==> src/rtl/pq_pkg.sv <==
// Shared types and defaults for the register-array priority queue.
// Operation decode folds full/empty so the datapath never has to re-check them.
package pq_pkg;

  localparam int DEF_QUEUE_SIZE = 8;
  localparam int DEF_DATA_WIDTH = 16;

  typedef enum logic [1:0] {
    OP_NONE,
    OP_ENQ,
    OP_DEQ,
    OP_REPL
  } op_t;

  // A replace on an empty queue has nothing to remove, so it degenerates to an enqueue.
  function automatic op_t decode_op(input logic wrt, input logic read,
                                    input logic full, input logic empty);
    op_t op;
    op = OP_NONE;
    if (wrt && read)
      op = empty ? OP_ENQ : OP_REPL;
    else if (wrt)
      op = full ? OP_NONE : OP_ENQ;
    else if (read)
      op = empty ? OP_NONE : OP_DEQ;
    return op;
  endfunction

endpackage

==> src/rtl/register_array_cell.sv <==
// One slot of the sorted array: data + valid, with its insert-compare against
// both the current array (gt) and the head-removed array (gt_sh).
module register_array_cell
  import pq_pkg::*;
#(
  parameter int DATA_WIDTH = DEF_DATA_WIDTH
) (
  input  logic                  CLK,
  input  logic                  RSTn,
  input  op_t                   op,
  input  logic [DATA_WIDTH-1:0] i_data,
  input  logic [DATA_WIDTH-1:0] prev_data,
  input  logic                  prev_valid,
  input  logic                  prev_gt,
  input  logic                  prev_gt_sh,
  input  logic [DATA_WIDTH-1:0] next_data,
  input  logic                  next_valid,
  output logic                  gt,
  output logic                  gt_sh,
  output logic [DATA_WIDTH-1:0] data,
  output logic                  valid
);

  logic [DATA_WIDTH-1:0] data_nxt;
  logic                  valid_nxt;

  // Strict compare places a new entry behind existing equal entries.
  assign gt    = !valid || (i_data > data);
  assign gt_sh = !next_valid || (i_data > next_data);

  always_comb begin
    data_nxt  = data;
    valid_nxt = valid;
    unique case (op)
      OP_ENQ: begin
        if (prev_gt) begin
          data_nxt  = prev_data;
          valid_nxt = prev_valid;
        end else if (gt) begin
          data_nxt  = i_data;
          valid_nxt = 1'b1;
        end
      end
      OP_DEQ: begin
        data_nxt  = next_data;
        valid_nxt = next_valid;
      end
      OP_REPL: begin
        // In the shifted view this slot's predecessor is its own current content.
        if (prev_gt_sh) begin
          data_nxt  = data;
          valid_nxt = valid;
        end else if (gt_sh) begin
          data_nxt  = i_data;
          valid_nxt = 1'b1;
        end else begin
          data_nxt  = next_data;
          valid_nxt = next_valid;
        end
      end
      default: ;
    endcase
  end

  always_ff @(posedge CLK or posedge RSTn) begin
    if (RSTn) begin
      data  <= '0;
      valid <= 1'b0;
    end else begin
      data  <= data_nxt;
      valid <= valid_nxt;
    end
  end

endmodule

==> src/rtl/register_array.sv <==
// Max-priority queue held sorted (descending) in a linear register array.
// Enqueue, dequeue and replace each complete in one clock; head is always on o_data.
module register_array
  import pq_pkg::*;
#(
  parameter int QUEUE_SIZE = DEF_QUEUE_SIZE,
  parameter int DATA_WIDTH = DEF_DATA_WIDTH
) (
  input  logic                  CLK,
  input  logic                  RSTn,
  input  logic                  i_wrt,
  input  logic                  i_read,
  input  logic [DATA_WIDTH-1:0] i_data,
  output logic                  o_full,
  output logic                  o_empty,
  output logic [DATA_WIDTH-1:0] o_data
);

  localparam int CW = $clog2(QUEUE_SIZE + 1);

  logic [DATA_WIDTH-1:0] data  [QUEUE_SIZE];
  logic [QUEUE_SIZE-1:0] valid;
  logic [QUEUE_SIZE-1:0] gt;
  logic [QUEUE_SIZE-1:0] gt_sh;
  logic [CW-1:0]         count;
  logic                  ins_fits;
  op_t                   op;

  assign o_full  = (count == CW'(QUEUE_SIZE));
  assign o_empty = (count == '0);
  assign o_data  = data[0];
  assign op      = decode_op(i_wrt, i_read, o_full, o_empty);

  for (genvar i = 0; i < QUEUE_SIZE; i++) begin : g_cell
    logic [DATA_WIDTH-1:0] prev_data, next_data;
    logic                  prev_valid, prev_gt, prev_gt_sh, next_valid;

    if (i == 0) begin : g_head
      assign prev_data  = '0;
      assign prev_valid = 1'b0;
      assign prev_gt    = 1'b0;
      assign prev_gt_sh = 1'b0;
    end else begin : g_body
      assign prev_data  = data[i-1];
      assign prev_valid = valid[i-1];
      assign prev_gt    = gt[i-1];
      assign prev_gt_sh = gt_sh[i-1];
    end

    if (i == QUEUE_SIZE - 1) begin : g_tail
      assign next_data  = '0;
      assign next_valid = 1'b0;
    end else begin : g_mid
      assign next_data  = data[i+1];
      assign next_valid = valid[i+1];
    end

    register_array_cell #(.DATA_WIDTH(DATA_WIDTH)) u_cell (
      .CLK        (CLK),
      .RSTn       (RSTn),
      .op         (op),
      .i_data     (i_data),
      .prev_data  (prev_data),
      .prev_valid (prev_valid),
      .prev_gt    (prev_gt),
      .prev_gt_sh (prev_gt_sh),
      .next_data  (next_data),
      .next_valid (next_valid),
      .gt         (gt[i]),
      .gt_sh      (gt_sh[i]),
      .data       (data[i]),
      .valid      (valid[i])
    );
  end

  // New value lands somewhere in the array iff the tail slot would accept it.
  assign ins_fits = (op == OP_REPL) ? gt_sh[QUEUE_SIZE-1] : gt[QUEUE_SIZE-1];

  always_ff @(posedge CLK or posedge RSTn) begin
    if (RSTn) begin
      count <= '0;
    end else begin
      unique case (op)
        OP_ENQ:  if (ins_fits) count <= count + CW'(1);
        OP_DEQ:  count <= count - CW'(1);
        default: ;
      endcase
    end
  end

endmodule

==> config.mk <==
export PLATFORM = sky130hd
export DESIGN_NAME = register_array
export DESIGN_NICKNAME = d
export VERILOG_FILES = /design/src/rtl/pq_pkg.sv /design/src/rtl/register_array_cell.sv /design/src/rtl/register_array.sv
export SDC_FILE = /design/constraint.sdc
export NUM_CORES = 1
export LEC_CHECK = 0
export ABC_CLOCK_PERIOD_IN_PS = 6200
export CORE_MARGIN = 3
export CORE_UTILIZATION = 55
export CTS_BUF_LIST = sky130_fd_sc_hd__clkbuf_4 sky130_fd_sc_hd__clkbuf_8 sky130_fd_sc_hd__clkbuf_16
export CTS_CLUSTER_DIAMETER = 120
export CTS_CLUSTER_SIZE = 12
export DETAILED_ROUTE_END_ITERATION = 8
export GPL_TIMING_DRIVEN = 1
export PLACE_DENSITY = 0.72
export SLEW_MARGIN = 10
export SYNTH_ARGS = -nofsm -noshare
export SYNTH_HDL_FRONTEND = slang
export SYNTH_SLANG_ARGS = --single-unit
export TNS_END_PERCENT = 50
==> constraint.sdc <==
create_clock -name CLK -period 6.2 [get_ports CLK]
set_input_delay 0.93 -clock CLK [delete_from_list [all_inputs] [get_ports CLK]]
set_output_delay 0.93 -clock CLK [all_outputs]
set_load 0.05 [all_outputs]
==> out/results.tsv <==
stage	metric	value	unit
outcome	status	completed	
timing	# setup viols final	0	
worst_setup_path	WS Path Type	primary input to register	
place	DPL Wire Length	28400	um
die	core area	22700	um^2
place	Placed Area	13400	um^2
cts	H-tree depth	4	
cts	post-CTS sizing	0	
timing	Worst-Margin Slew	1180	ps
drt	first drt pass iteration count	7	
timing	minimum clock period after layout	4800	ps
cts	CTS buffer count	17	
drt	vias per inst	7.01	
drt	Antenna Nets Post-Route	0	
global_route	antenna violations before repair	0	
worst_setup_path	crit end category	register	
worst_setup_path	critical path fanouts, max	30	
die	io pins	38	
synth	most common library cells after synthesis	o21ai_0, dfrtp_1, inv_1	
drt	1st-iter DRT viols	1525	
timing	Slew Limit Headroom	21.5	%
drt	Vias	12600	
die	FP Rows	55	
timing	final setup TNS	0	ps
cts	Longest Clk Path Bufs	2	
timing	final slew viol count	0	
synth	synthesized net count	1674	
synth	Post-synth EDFFs	0	
synth	flops & latches, synth	140	
drt	final wirelength	41000	um
cts	CTS clk-pin slew, worst paths	60	ps
cells_and_area	post-route core utilization	61.6	%
drt	routed len/inst	22.8	um
place	GP Congestion	0.927	
cells_and_area	final instance area	14000	um^2
power	leakage	6.51	nW
global_route	largest net degree at the start of global routing	88	
power	Internal Power	0.00375	W
timing	Max Clock Skew	11.0	ps
cts	cts hold-fix bufs	0	
power	clock share of power	14.3	%
cts	postcts setup bufs	0	
power	part of the power in combinational logic	58.8	%
worst_setup_path	WP data required	6450	ps
die	Die Ht	158	um
place	Place WS	1040	ps
synth	Synth Warn #	0	
synth	Netlist cell types	72	
synth	sequential share of the synthesized area	27.5	%
power	worst vdd rail ir drop	0.194	mV
power	Pwr Total	0.00743	W
synth	most common cell in the synthesized netlist	o21ai_0	
die	DIE AREA	25000	um^2
power	switching power	0.00368	W
synth	Post-Syn Area	12700	um^2
timing	Fmax achieved	208	MHz
drt	# DRC	0	
synth	Synth async-reset ratio	100	%
cts	clock sinks	140	
timing	RSZ-0062 raised after global routing	false	
global_route	vias in the first global route	12100	
cts	clk root buf	clkbuf_16	
global_route	total gr overflow	0	
cells_and_area	nets	1657	
cells_and_area	Area growth syn-to-layout	9.80	%
power	Sw Share	49.5	%
worst_setup_path	CP arrival	5040	ps
timing	final period utilization	77.4	%
cells_and_area	layout cell share with drive strength beyond 1	8.83	%
synth	Post-Synthesis Cells	1523	
synth	largest cells by area after synthesis	dfrtp_1, ha_1, o21ai_0	
cts	Worst-Skew Late Latency	430	ps
synth	post-synth top area cell	dfrtp_1	
cts	CTS tree	yes	
worst_setup_path	R2R depth	8	
cells_and_area	ant diodes	0	
place	I/O Buffers	37	
worst_hold_path	hold path cells	1	
cells_and_area	Filler cells	1989	
run	Max-Cap Viols	0	
power	Pwr per Cell Area	531	nW/um^2
die	Initial Util	56.1	%
synth	Yosys top cell area share	27.5	%
worst_setup_path	CP Launch Type	primary input	
timing	Final Hold Viols	0	
synth	Avg Inst Size Synth	8.36	um^2
worst_setup_path	internal reg-to-reg setup slack	2350	ps
synth	Synth Flop Type	dfrtp_1	
worst_hold_path	worst hold path class	register to register	
die	Die Wd	158	um
global_route	first-pass GRT wire length	65700	um
global_route	GRT Util Overall	33.0	%
power	register share of total power	26.9	%
timing	fin worst setup slack	1400	ps
[stage by stage]
stage | instances | hold WS, ps
6_report | 1802 | 521
5_1_grt | 1802 | 530
4_1_cts | 1802 | 519
3_5_place_dp | 1772 | 506
3_3_place_gp | 1772 | 490
2_1_floorplan | 1523 | 466
[path summary, 6_finish.rpt]
check | startpoint | end
setup / recovery | i_data[14] | g_cell[7].u_cell.data[6]
hold / removal | count[3] | count[3]
setup reg to reg | g_cell[6].u_cell.data[15] | g_cell[7].u_cell.data[6]
hold reg to reg | count[3] | count[3]
max in group asynchronous | RSTn | g_cell[0].u_cell.valid
min in group asynchronous | RSTn | g_cell[1].u_cell.data[3]
[registers in the layout (all words and copies together), names as in the netlist]
name,cells
count,4
g_cell.u_cell.valid,8
g_cell.u_cell.data,128
[worst max-delay path, stage by stage]
cell	delay, ps
clkdlybuf4s50_1	760
ha_1	490
nand4_1	200
nor4_1	440
o21ai_0	250
a31oi_4	820
or2_0	840
o311ai_0	300
[placed cells by master (no fill, tap or decap), types with 17 or more instances in the layout]
cell type,n
a21oi_1,101
a21o_1,30
mux2i_1,77
dfrtp_1,140
a221o_1,24
clkbuf_16,17
o221ai_1,36
nor2_1,85
buf_4,43
clkdlybuf4s50_1,37
mux2_2,23
inv_1,131
o21ai_0,190
o211ai_1,35
ha_1,130
nand2_1,100
nand3_1,17
nand4_1,37
a222oi_1,22
[power by group through the flow]
stage	combinational [W]	clock [W]	sequential [W]
2_1_floorplan	0.00308	0	0.00196
3_3_place_gp	0.00414	0	0.00197
3_5_place_dp	0.00427	0	0.00198
4_1_cts	0.00430	0.00106	0.00197
5_1_grt	0.00485	0.00111	0.00206
6_report	0.00437	0.00106	0.00200
[routing by layer]
layer / vias up / track usage, % / wire length [um] / share of wire (%)
li1: 5751 / - / - / -
met1: 6171 / 46.0 / 17600 / 43
met2: 637 / 51.2 / 18600 / 45
met3: 76 / 7.44 / 3870 / 9.4
met4: 0 / 10.3 / 929 / 2.3
met5: - / 0 / 0 / 0
[cell type report]
cell class | count | area, um^2 | share of cell area, %
well taps | 285 | 357 | 2.55
flip-flops and latches | 140 | 3500 | 25.0
repair buffers | 81 | 713 | 5.10
clock inverters | 12 | 149 | 1.06
clock buffers | 18 | 439 | 3.14
inverters | 133 | 504 | 3.61
multi-input cells | 1133 | 8320 | 59.5
[cells by family (layout without fill, tap and decap cells)]
| kind of cell | Yosys count | after routing | share of synthesized area (%) |
|---|---|---|---|
| AO/OA/AOI/OAI | 592 | 592 | 31.9 |
| AND/OR/NAND/NOR | 307 | 307 | 11.6 |
| buffers and inverters | 250 | 244 | 7.80 |
| flip-flops | 140 | 140 | 27.5 |
| adder cells (fa/ha/maj) | 131 | 131 | 12.9 |
| multiplexers | 100 | 100 | 8.08 |
| XOR/XNOR | 3 | 3 | 0.206 |
No activity file was read; power rests on OpenSTA's default activity.
